===== config.mk =====
export PLATFORM = sky130hd
export DESIGN_NAME = bk_mem_arbiter
export DESIGN_NICKNAME = d
export VERILOG_FILES = /design/src/rtl/bk_mem_arbiter.sv
export SDC_FILE = /design/constraint.sdc
export NUM_CORES = 1
export LEC_CHECK = 0
export ABC_AREA = 1
export ABC_CLOCK_PERIOD_IN_PS = 2350
export BUFFER_PORTS_ARGS = -buffer_cell sky130_fd_sc_hd__buf_2
export CAP_MARGIN = 20
export CORE_MARGIN = 3
export CORE_UTILIZATION = 49
export CTS_BUF_LIST = sky130_fd_sc_hd__clkbuf_2
export CTS_CLUSTER_SIZE = 25
export DETAILED_ROUTE_END_ITERATION = 6
export PLACE_DENSITY = 0.82
export SKIP_LAST_GASP = 1
export SLEW_MARGIN = 5
export SYNTH_ARGS = -nofsm -noshare
export SYNTH_HDL_FRONTEND = slang
export SYNTH_SLANG_ARGS = --single-unit
export TNS_END_PERCENT = 10

===== constraint.sdc =====
create_clock -name m_clock -period 2.35 [get_ports m_clock]
set_input_delay 0.1175 -clock m_clock [delete_from_list [all_inputs] [get_ports m_clock]]
set_output_delay 0.1175 -clock m_clock [all_outputs]
set_load 0.02 [all_outputs]

===== src/rtl/bk_mem_arbiter.sv =====
// Purpose: arbitrates the single 16-bit SRAM between the bkcore CPU bus and the video fetcher.
// Latency: CPU rdy MEM_WAIT+1 clocks on an idle bus; video ack within 3*MEM_WAIT+3 clocks.
// Backpressure: requests are levels held until cpu_rdy / vid_ack; optional refresh via ARB_REFRESH_EN.
module bk_mem_arbiter #(
   parameter int MEM_WAIT = 2
`ifdef ARB_REFRESH_EN
  ,parameter int REF_DIV  = 64
`endif
) (
   input  logic        m_clock,
   input  logic        reset_n,
   input  logic        cpu_rd,
   input  logic        cpu_wt,
   input  logic        cpu_byte,
   input  logic [15:0] cpu_adr,
   input  logic [15:0] cpu_wdata,
   output logic [15:0] cpu_rdata,
   output logic        cpu_rdy,
   input  logic        vid_req,
   input  logic [14:0] vid_adr,
   output logic        vid_ack,
   output logic [15:0] vid_data,
   output logic [14:0] mem_adr,
   output logic [1:0]  mem_be,
   output logic        mem_oe,
   output logic        mem_we,
   output logic [15:0] mem_dout,
   input  logic [15:0] mem_din
);

   typedef enum logic [2:0] {
      IDLE,
      CPU_ACC,
      VID_ACC,
      CPU_HOLD
`ifdef ARB_REFRESH_EN
     ,REF
`endif
   } state_t;

   localparam logic [2:0] ACC_LAST = 3'(MEM_WAIT - 1);

   state_t     state;
   logic [2:0] cnt;
   logic       last_vid;
   logic       ref_pend;

   logic cpu_req;
   logic cpu_elig;
   logic bus_free;
   logic acc_last;
   logic grant_ref;
   logic grant_vid;
   logic grant_cpu;

   // Grant decision: refresh first, then video, except the CPU goes first right after a video grant.
   always_comb begin
      cpu_req   = cpu_rd | cpu_wt;
      cpu_elig  = cpu_req & ~cpu_adr[15] & ~cpu_rdy;
      bus_free  = (state == IDLE) || (state == CPU_HOLD);
      acc_last  = (cnt == ACC_LAST);
      grant_ref = bus_free & ref_pend;
      grant_cpu = bus_free & ~ref_pend & cpu_elig & (last_vid | ~vid_req);
      grant_vid = bus_free & ~ref_pend & vid_req & ~(cpu_elig & last_vid);
   end

`ifdef ARB_REFRESH_EN
   localparam int             RW       = (REF_DIV > 1) ? $clog2(REF_DIV) : 1;
   localparam logic [RW-1:0]  REF_LAST = RW'(REF_DIV - 1);
   logic [RW-1:0] ref_cnt;

   // Free-running divider raises one refresh request per REF_DIV clocks; taking the slot clears it.
   always_ff @(posedge m_clock or negedge reset_n) begin
      if (!reset_n) begin
         ref_cnt  <= '0;
         ref_pend <= 1'b0;
      end else begin
         if (grant_ref) ref_pend <= 1'b0;
         if (ref_cnt == REF_LAST) begin
            ref_cnt  <= '0;
            ref_pend <= 1'b1;
         end else begin
            ref_cnt <= ref_cnt + 1'b1;
         end
      end
   end
`else
   assign ref_pend = 1'b0;
`endif

   // Access sequencer: all SRAM strobes, addresses and captured data are registered here.
   always_ff @(posedge m_clock or negedge reset_n) begin
      if (!reset_n) begin
         state     <= IDLE;
         cnt       <= 3'd0;
         last_vid  <= 1'b0;
         cpu_rdy   <= 1'b0;
         cpu_rdata <= 16'h0000;
         vid_ack   <= 1'b0;
         vid_data  <= 16'h0000;
         mem_adr   <= 15'h0000;
         mem_be    <= 2'b00;
         mem_oe    <= 1'b0;
         mem_we    <= 1'b0;
         mem_dout  <= 16'h0000;
      end else begin
         vid_ack <= 1'b0;
         if (!cpu_req) cpu_rdy <= 1'b0;
         case (state)
            IDLE, CPU_HOLD: begin
               cnt <= 3'd0;
`ifdef ARB_REFRESH_EN
               if (grant_ref) begin
                  state  <= REF;
                  mem_be <= 2'b00;
               end else
`endif
               if (grant_vid) begin
                  state    <= VID_ACC;
                  mem_adr  <= vid_adr;
                  mem_be   <= 2'b11;
                  mem_oe   <= 1'b1;
                  last_vid <= 1'b1;
               end else if (grant_cpu) begin
                  state    <= CPU_ACC;
                  mem_adr  <= cpu_adr[15:1];
                  mem_be   <= cpu_byte ? (cpu_adr[0] ? 2'b10 : 2'b01) : 2'b11;
                  last_vid <= 1'b0;
                  // A simultaneous read and write is taken as a write.
                  if (cpu_wt) begin
                     mem_we   <= 1'b1;
                     mem_dout <= cpu_wdata;
                  end else begin
                     mem_oe <= 1'b1;
                  end
               end else if ((state == CPU_HOLD) && !cpu_req) begin
                  state <= IDLE;
               end
            end
            CPU_ACC: begin
               if (acc_last) begin
                  if (mem_oe) cpu_rdata <= mem_din;
                  mem_oe  <= 1'b0;
                  mem_we  <= 1'b0;
                  cpu_rdy <= 1'b1;
                  state   <= CPU_HOLD;
               end else begin
                  cnt <= cnt + 3'd1;
               end
            end
            VID_ACC: begin
               if (acc_last) begin
                  vid_data <= mem_din;
                  vid_ack  <= 1'b1;
                  mem_oe   <= 1'b0;
                  state    <= (cpu_rdy && cpu_req) ? CPU_HOLD : IDLE;
               end else begin
                  cnt <= cnt + 3'd1;
               end
            end
`ifdef ARB_REFRESH_EN
            REF: begin
               if (acc_last) begin
                  state <= (cpu_rdy && cpu_req) ? CPU_HOLD : IDLE;
               end else begin
                  cnt <= cnt + 3'd1;
               end
            end
`endif
            default: state <= IDLE;
         endcase
      end
   end

endmodule


-- Yosys cells after proc, flatten, opt, wreduce, memory -nomap -nowiden
Cells that the tools add are included.
- register bits after elaboration: 76
- word-level logic and storage cells: 90
- output and inout port bits: 69
- bits of input ports: 69
- mux-type cells: 31
- add/subtract/negate cells: 1
- eq/ne operators: 14
- bitwise logic cells: 14
- reductions and logical operators: 18
- operator list (kind ; number):
    $mux W15 ; 2
    $mux W3 ; 6
    $mux W1 ; 14
    $ne A2 B2 Y1 const B ; 6
    $mux W2 ; 5
    $pmux W3 S3 ; 1
    $reduce_and A4 Y1 ; 2
    $and A1 B1 Y1 ; 7
    $eq A3 B1 Y1 const B ; 2
    $eq A3 B2 Y1 const B ; 2
    $ne A3 B3 Y1 const B ; 2
    $pmux W3 S2 ; 1
    $reduce_and A2 Y1 ; 3
    $reduce_and A3 Y1 ; 2
    $reduce_bool A2 Y1 ; 3
    $not A1 Y1 ; 5
    $reduce_and A5 Y1 ; 1
    $ne A4 B4 Y1 const B ; 1
    $pmux W1 S2 ; 2
    $reduce_or A2 Y1 ; 2
    $add A3 B1 Y3 const B ; 1
    $logic_not A3 Y1 ; 1
    $logic_and A1 B1 Y1 ; 2
    $ne A2 B1 Y1 const B ; 1
    3 further kinds ; 4

-- Logic depth before layout (Yosys ltp)
Gate-level depths: netlist (run 1).
- word-level depth: 8
- mapped depth: 9
- mapped depth without buffers: 9

-- Least setup slack after synthesis (run 1)
Ideal clock, no wire load.
- path kind: reg2reg
- start point: register state[0]
- end point: register mem_dout[13]
- path slack: 0.684 ns
- period minus slack after synthesis: 1.666 ns
- path buffers: 2
- arrival time: 1.545 ns
- cell stages (with the launch flop): 9
- cell sequence: dfrtp_1 inv_1 ha_1 a21oi_4 nand2_2 buf_6 buf_6 o21ai_1 nand2_1
- longest elaborated chain between the ends: 6
- elaborated cells between the ends (all ways): 10
- classes of those cells: eq/ne: 1; bitwise: 5; reduce/logical: 4
- ends and longest elaborated chain (what ; line ; RTL):
    start, declared ; 43 ; state_t state;
    start signal, assigned ; 156 ; state <= (cpu_rdy && cpu_req) ? CPU_HOLD : IDLE;
    $eq A3 B2 Y1 or $logic_not A3 Y1 (tied branches) ; 60, 109 ;
    $logic_or A1 B1 Y1 ; 60 ; bus_free = (state == IDLE) || (state == CPU_HOLD);
    $and A1 B1 Y1 (2 in series) ; 64 ; grant_vid = bus_free & ~ref_pend & vid_req & ~(cpu_elig & last_vid);
    $not A1 Y1 (no source line) ; -- ;
    $reduce_and A4 Y1 (no source line) * ; -- ;
    end signal, assigned ; 132 ; mem_dout <= cpu_wdata;
    end, declared ; 27 ; output logic [15:0] mem_dout,
Mark *: on every way between the ends. The rest lies on a longest branch, timed or not.
A chain may end at the register's enable or synchronous reset.

-- Worst setup path in the final report (run 1)
- start point: register state[1]
- end point: register mem_adr[2]
- longest elaborated chain between the ends: 6
- elaborated cells between the ends (all ways): 11
- classes of those cells: eq/ne: 1; mux: 1; bitwise: 4; reduce/logical: 5
- ends and longest elaborated chain (what ; line ; RTL):
    $eq A3 B2 Y1 or $logic_not A3 Y1 (tied branches) ; 60, 109 ;
    $logic_or A1 B1 Y1 ; 60 ;
    $and A1 B1 Y1 (on tied branches) (2 in series) ; 64, 63 ;
    $reduce_bool A2 Y1 (no source line) ; -- ;
    $reduce_and A2 Y1 (no source line) ; -- ;
    end signal, assigned ; 120 ; mem_adr <= vid_adr;
    end signal, assigned ; 126 ; mem_adr <= cpu_adr[15:1];
    end, declared ; 23 ; output logic [14:0] mem_adr,
Parallel ways exist; a longest one is shown, timed or not.

==> impl_metrics.ini, run 1 <==
[synth]
synth.area.top_cells = dfrtp_1 (58%), nand3_1 (10%), nand2_1 (9.8%), o21ai_0 (5.8%), inv_1 (3.3%)
yosysWarningCount = 0
synth_flop_cell = dfrtp_1
avgSynthCellArea_um2 = 9.16
synth_largest_area_cell = dfrtp_1
synth.distinct_cells = 25
synth_seq_area_share = 0.575
yosysMostFrequentCell = nand2_1
syn_nets = 431
yosysTopAreaCellShare = 0.575
synthArstFlopShare = 1.00
synth_edf_count = 0
synth_commonest_cells = nand2_1 (85), dfrtp_1 (75), nand3_1 (65)
synth-seq-cells = 75
synth_cells = 356
synth_area_mm2 = 0.00326

[global_routing]
grt_pass1_wl_um = 15500
antenna_found_initial = 0
grtUsageTotal = 0.257
overflow = 0
grt_max_degree = 76
first_global_vias = 3419

[floorplanning]
die-area_mm2 = 0.00767
core_area_mm2 = 0.00639
rows = 29
fp.dieH_um = 87.6
dieWidth_um = 87.6
start_util = 0.511
io_pins = 138

[sta]
fin_crit_ns = 2.21
setup_tns_ns = 0
rsz0062_at_grt = false
fin_crit_sh = 0.940
worst_pin_slew_ns = 0.918
setup-violations-final = 0
slew_headroom = 0.388
final_max_slew_viol_count = 0
hold_viol = 0
fin_skew_ns = 0.0281
fmax_ghz = 0.453
setup_slack_ns = 0.142

[cts]
cts_buffers = 9
clock-root-buffer = clkbuf_2
htree_levels = 3
path_clk_slew_ns = 0.20
clkSinkCount = 75
worstSkewPairLatency_ns = 0.50
cts_tree = yes
cts_buffer_depth = 2

[worst_setup_path]
required_ns = 2.73
path_max_fanout = 20
crit_path_end_kind = register
worstPathArrival_ns = 2.59
critPathLaunchType = register
worstSetupPathType = reg2reg

[finish]
drive_gt1_frac = 0.309
multi_input_area_mm2 = 0.00117
area_delta_synth_final_pct = 47.8
n_fill_cell = 449
nNetsFinal = 636
antenna_cells = 0
register_area_mm2 = 0.00188

[drt]
drt-total-wl_um = 9370
drt-vias-per-instance = 5.07
first_iter_violations = 220
first_pass_iters = 4
drc_errors = 0
routedWlPerCell_um = 14.6
vias = 3262
ant_nets = 0

[placed_design]
portBuffers = 137
place_ws_ns = 0.398
dp_hpwl_um = 5700
gp_congestion = 0.799

[power_and_ir_drop]
power_density_mw_per_mm2 = 1330
ir_drop_uv = 776
leakagePower_nw = 2.59

[hold_path]
worstHoldPathType = in2reg

[outcome]
status = finished clean

[job]
drv_cap = 0
timing repair:
item,4_1_cts,5_1_grt
hold buffers,67,0
setup buffers,0,2
resized for setup,0,3
endpoints found under the setup margin,0,14
hold endpoints to repair,142,0
layout make-up:
cell class | instances | share of cell area
tap | 77 | 0.0200
timing repair buffer | 212 | 0.295
multi-input combinational | 233 | 0.242
inverter | 30 | 0.0234
clock inverter | 7 | 0.0205
sequential | 75 | 0.389
clock buffer | 9 | 0.00935
path summary, 6_finish.rpt:
| kind | endpoint | slack, ns | cells after the start | from |
|---|---|---|---|---|
| setup / recovery | mem_adr[2] | 0.14 | 8 | state[1] |
| hold / removal | state[0] | 0.13 | 6 | vid_req |
| setup reg to reg | mem_adr[2] | 0.14 | 8 | state[1] |
| hold reg to reg | mem_we | 0.50 | 2 | mem_we |
| max in group asynchronous | mem_adr[1] | 1.47 | 2 | reset_n |
| min in group asynchronous | cnt[2] | 0.27 | 2 | reset_n |
cell usage in the layout (no fill, tap or decap), drive strengths merged:
cell	n
ha	6
o21ai	51
clkinv	2
dfrtp	75
o22ai	2
inv	32
o211ai	1
nand3	67
nand2	88
dlygate4sd3	67
clkinvlp	1
buf	145
o21a	1
nand4	2
xnor2	1
bufinv	2
nor2	11
clkbuf	9
nand3b	1
a21oi	2
sequential cells by signal, indices dropped and copies added (netlist names), 2 cells and up:
register,flops
mem_adr,15
mem_be,2
cpu_rdata,16
vid_data,16
state,2
mem_dout,16
cnt,3
cell families (layout without fill, tap and decap cells):
kind of cell | count (synthesis) | in the layout | synth area share
AND/OR/NAND/NOR | 169 | 169 | 0.235
flip-flops | 75 | 75 | 0.575
adder cells (fa/ha/maj) | 6 | 6 | 0.0230
XOR/XNOR | 1 | 1 | 0.00269
AO/OA/AOI/OAI | 57 | 57 | 0.0947
buffers and inverters | 48 | 258 | 0.0690
per-layer routing:
metal,track usage,routed length [um],up-vias,part of all wire
li1,-,-,1581,-
met1,0.307,3620,1486,0.39
met2,0.430,4640,165,0.50
met3,0.0659,844,30,0.090
met4,0.128,263,0,0.028
met5,0,0,-,0
critical path: stages (launching register included):
cell           delay, ns
dfrtp_1             0.46
inv_1               0.10
ha_2                0.33
a21oi_4             0.14
nand2_2             0.10
buf_4               0.24
nand3_1             0.10
nand3_1             0.07
dlygate4sd3_1       0.56
power breakdown:
part / leakage (nW) / switching (W) / internal [W] / total (W)
registers: 0.918 / 0.000360 / 0.00190 / 0.00226
logic: 1.59 / 0.00204 / 0.00126 / 0.00330
clock network: 0.0829 / 0.000471 / 0.000360 / 0.000831
total: 2.59 / 0.00287 / 0.00352 / 0.00640
through the flow:
stage               cells  total power, W  cell area [um^2]   util  hold WS (ns)
floorplan             356         0.00423              3260      -        -0.178
global placement      558         0.00511              3980  0.623         0.300
detailed placement    558         0.00519              3980  0.623         0.310
CTS                   641         0.00633              4790  0.751        0.0815
global route          643         0.00691              4820  0.755         0.125
finish                643         0.00640              4820  0.755         0.130
(Power assumes the default switching activity.)
==> run 2, diff against run 1 <==
--- a/config.mk
+++ b/config.mk
@@ -11,4 +11,6 @@
 export CAP_MARGIN = 20
+export CELL_PAD_IN_SITES_DETAIL_PLACEMENT = 0
+export CELL_PAD_IN_SITES_GLOBAL_PLACEMENT = 1
 export CORE_MARGIN = 3
-export CORE_UTILIZATION = 49
+export CORE_UTILIZATION = 36
 export CTS_BUF_LIST = sky130_fd_sc_hd__clkbuf_2
@@ -16,3 +18,3 @@
 export DETAILED_ROUTE_END_ITERATION = 6
-export PLACE_DENSITY = 0.82
+export PLACE_DENSITY_LB_ADDON = 0.1
 export SKIP_LAST_GASP = 1
==> constraint.sdc (replaced) <==
create_clock -name m_clock -period 2.35 [get_ports m_clock]
set_input_delay 0.235 -clock m_clock [delete_from_list [all_inputs] [get_ports m_clock]]
set_output_delay 0.235 -clock m_clock [all_outputs]
set_load 0.02 [all_outputs]
==> impl_metrics.ini, run 2 (same netlist as run 1, synthesis figures left out) <==
[cts]
clkSinkCount = 75
cts_tree = yes
cts_buffers = 9
cts_buffer_depth = 2
clock-root-buffer = clkbuf_2
worstSkewPairLatency_ns = 0.50
post-cts-setup-buffer-count = 0
htree_levels = 3
path_clk_slew_ns = 0.20

[power_and_ir_drop]
power_density_mw_per_mm2 = 1280
leakagePower_nw = 2.58
ir_drop_uv = 667

[job]
drv_cap = 0

[finish]
drive_gt1_frac = 0.309
antenna_cells = 0
final_common_cell = buf_2
n_fill_cell = 849
reg.largest.list = cpu_rdata x16, mem_dout x16, vid_data x16
final_cell_mix = buf_2 (136), nand2_1 (85), dfrtp_1 (75)
area_delta_synth_final_pct = 48.3
nNetsFinal = 634

[sta]
rsz0062_at_grt = true
setup_tns_ns = 0
slew_headroom = 0.716
fin_crit_sh = 0.993
fin_crit_ns = 2.33
fin_skew_ns = 0.0258
whs_ns = 0.0569
hold_viol = 0
fmax_ghz = 0.429
worst_pin_slew_ns = 0.425
setup-violations-final = 0
final_max_slew_viol_count = 0

[global_routing]
first_global_vias = 3135
overflow = 0
grt_max_degree = 49
grtUsageTotal = 0.188
antenna_found_initial = 0
grt_pass1_wl_um = 15300

[worst_setup_path]
path_max_fanout = 11
cp_slowest_cell = dlygate4sd3_1
ff2ff_path_depth = 8
critPathLaunchType = register
required_ns = 2.75
path_cells = inv_1 -> ha_1 -> a21oi_4 -> nand2_2 -> buf_4 -> nand3_1 -> nand3_1 -> dlygate4sd3_1
crit_path_end_kind = register
cp_common_cell = nand3_1
slowest_delay_ns = 0.56
worstPathArrival_ns = 2.74
worstSetupPathType = reg2reg

[placed_design]
dp_hpwl_um = 6350
gp_congestion = 0.787
portBuffers = 137

[floorplanning]
start_util = 0.372
rows = 34
io_pins = 138
core_area_mm2 = 0.00876
dieWidth_um = 101
die-area_mm2 = 0.0102
fp.dieH_um = 101

[drt]
drc_errors = 0
vias = 3137
drt-total-wl_um = 9470
first_pass_iters = 4
ant_nets = 0
drt-vias-per-instance = 4.67
first_iter_violations = 83
routedWlPerCell_um = 14.1

[hold_path]
worstHoldPathType = in2reg
whs_path_depth = 4

[outcome]
status = finished clean
run 2: layer usage:
layer	track usage	wire length, um	vias up
li1	-	-	1575
met1	0.238	4080	1441
met2	0.310	4480	112
met3	0.0640	785	9
met4	0.0470	127	0
met5	0	0	-
run 2: power by group:
| group | switching [W] | total (W) | internal (W) |
|---|---|---|---|
| combinational | 0.00201 | 0.00313 | 0.00112 |
| sequential | 0.000328 | 0.00223 | 0.00190 |
| clock | 0.000462 | 0.000820 | 0.000359 |
| total | 0.00280 | 0.00618 | 0.00338 |
run 2: timing repair:
action | 4_1_cts | 5_1_grt
hold endpoints to repair | 134 | 0
hold buffers | 64 | 0
setup endpoints to repair | 0 | 4
gates resized for setup | 0 | 1
run 2: cell type report:
cell class	instances	area, um^2	area share
Clock buffer	10	50.0	0.0103
Clock inverter	6	88.8	0.0184
Inverter	30	113	0.0233
Multi-Input combinational cell	233	1160	0.241
Sequential cell	75	1880	0.388
Tap cell	108	135	0.0279
Timing Repair Buffer	210	1410	0.291
run 2: final timing paths:
kind,start,endpoint,slack [ns]
max reg2reg,state[0],mem_adr[2],0.02
min,cpu_adr[0],mem_be[1],0.06
max,state[0],mem_adr[2],0.02
max in group asynchronous,reset_n,mem_dout[0],1.57
min in group asynchronous,reset_n,cpu_rdy,0.17
min reg2reg,mem_dout[12],mem_dout[12],0.50
run 2: metrics by stage:
stage	worst slack [ns]	std cells	utilization	total power, W	instance area, um^2
after floorplan	0.684	356	-	0.00423	3260
after detailed placement	0.373	592	0.462	0.00527	4050
after global routing	-0.109	672	0.552	0.00670	4840
after CTS	0.0157	672	0.551	0.00625	4830
after global placement	0.449	592	0.462	0.00521	4050
final	0.0176	672	0.552	0.00618	4840
run 2: worst max-delay path: cells and delay by family (launching register included):
| kind | cells | cell delay, ns |
|---|---|---|
| and+or+nand+nor | 3 | 0.35 |
| buffers and inverters | 3 | 0.88 |
| AOI/OAI and AO/OA | 1 | 0.17 |
| DFF | 1 | 0.44 |
| adders and majority gates | 1 | 0.42 |
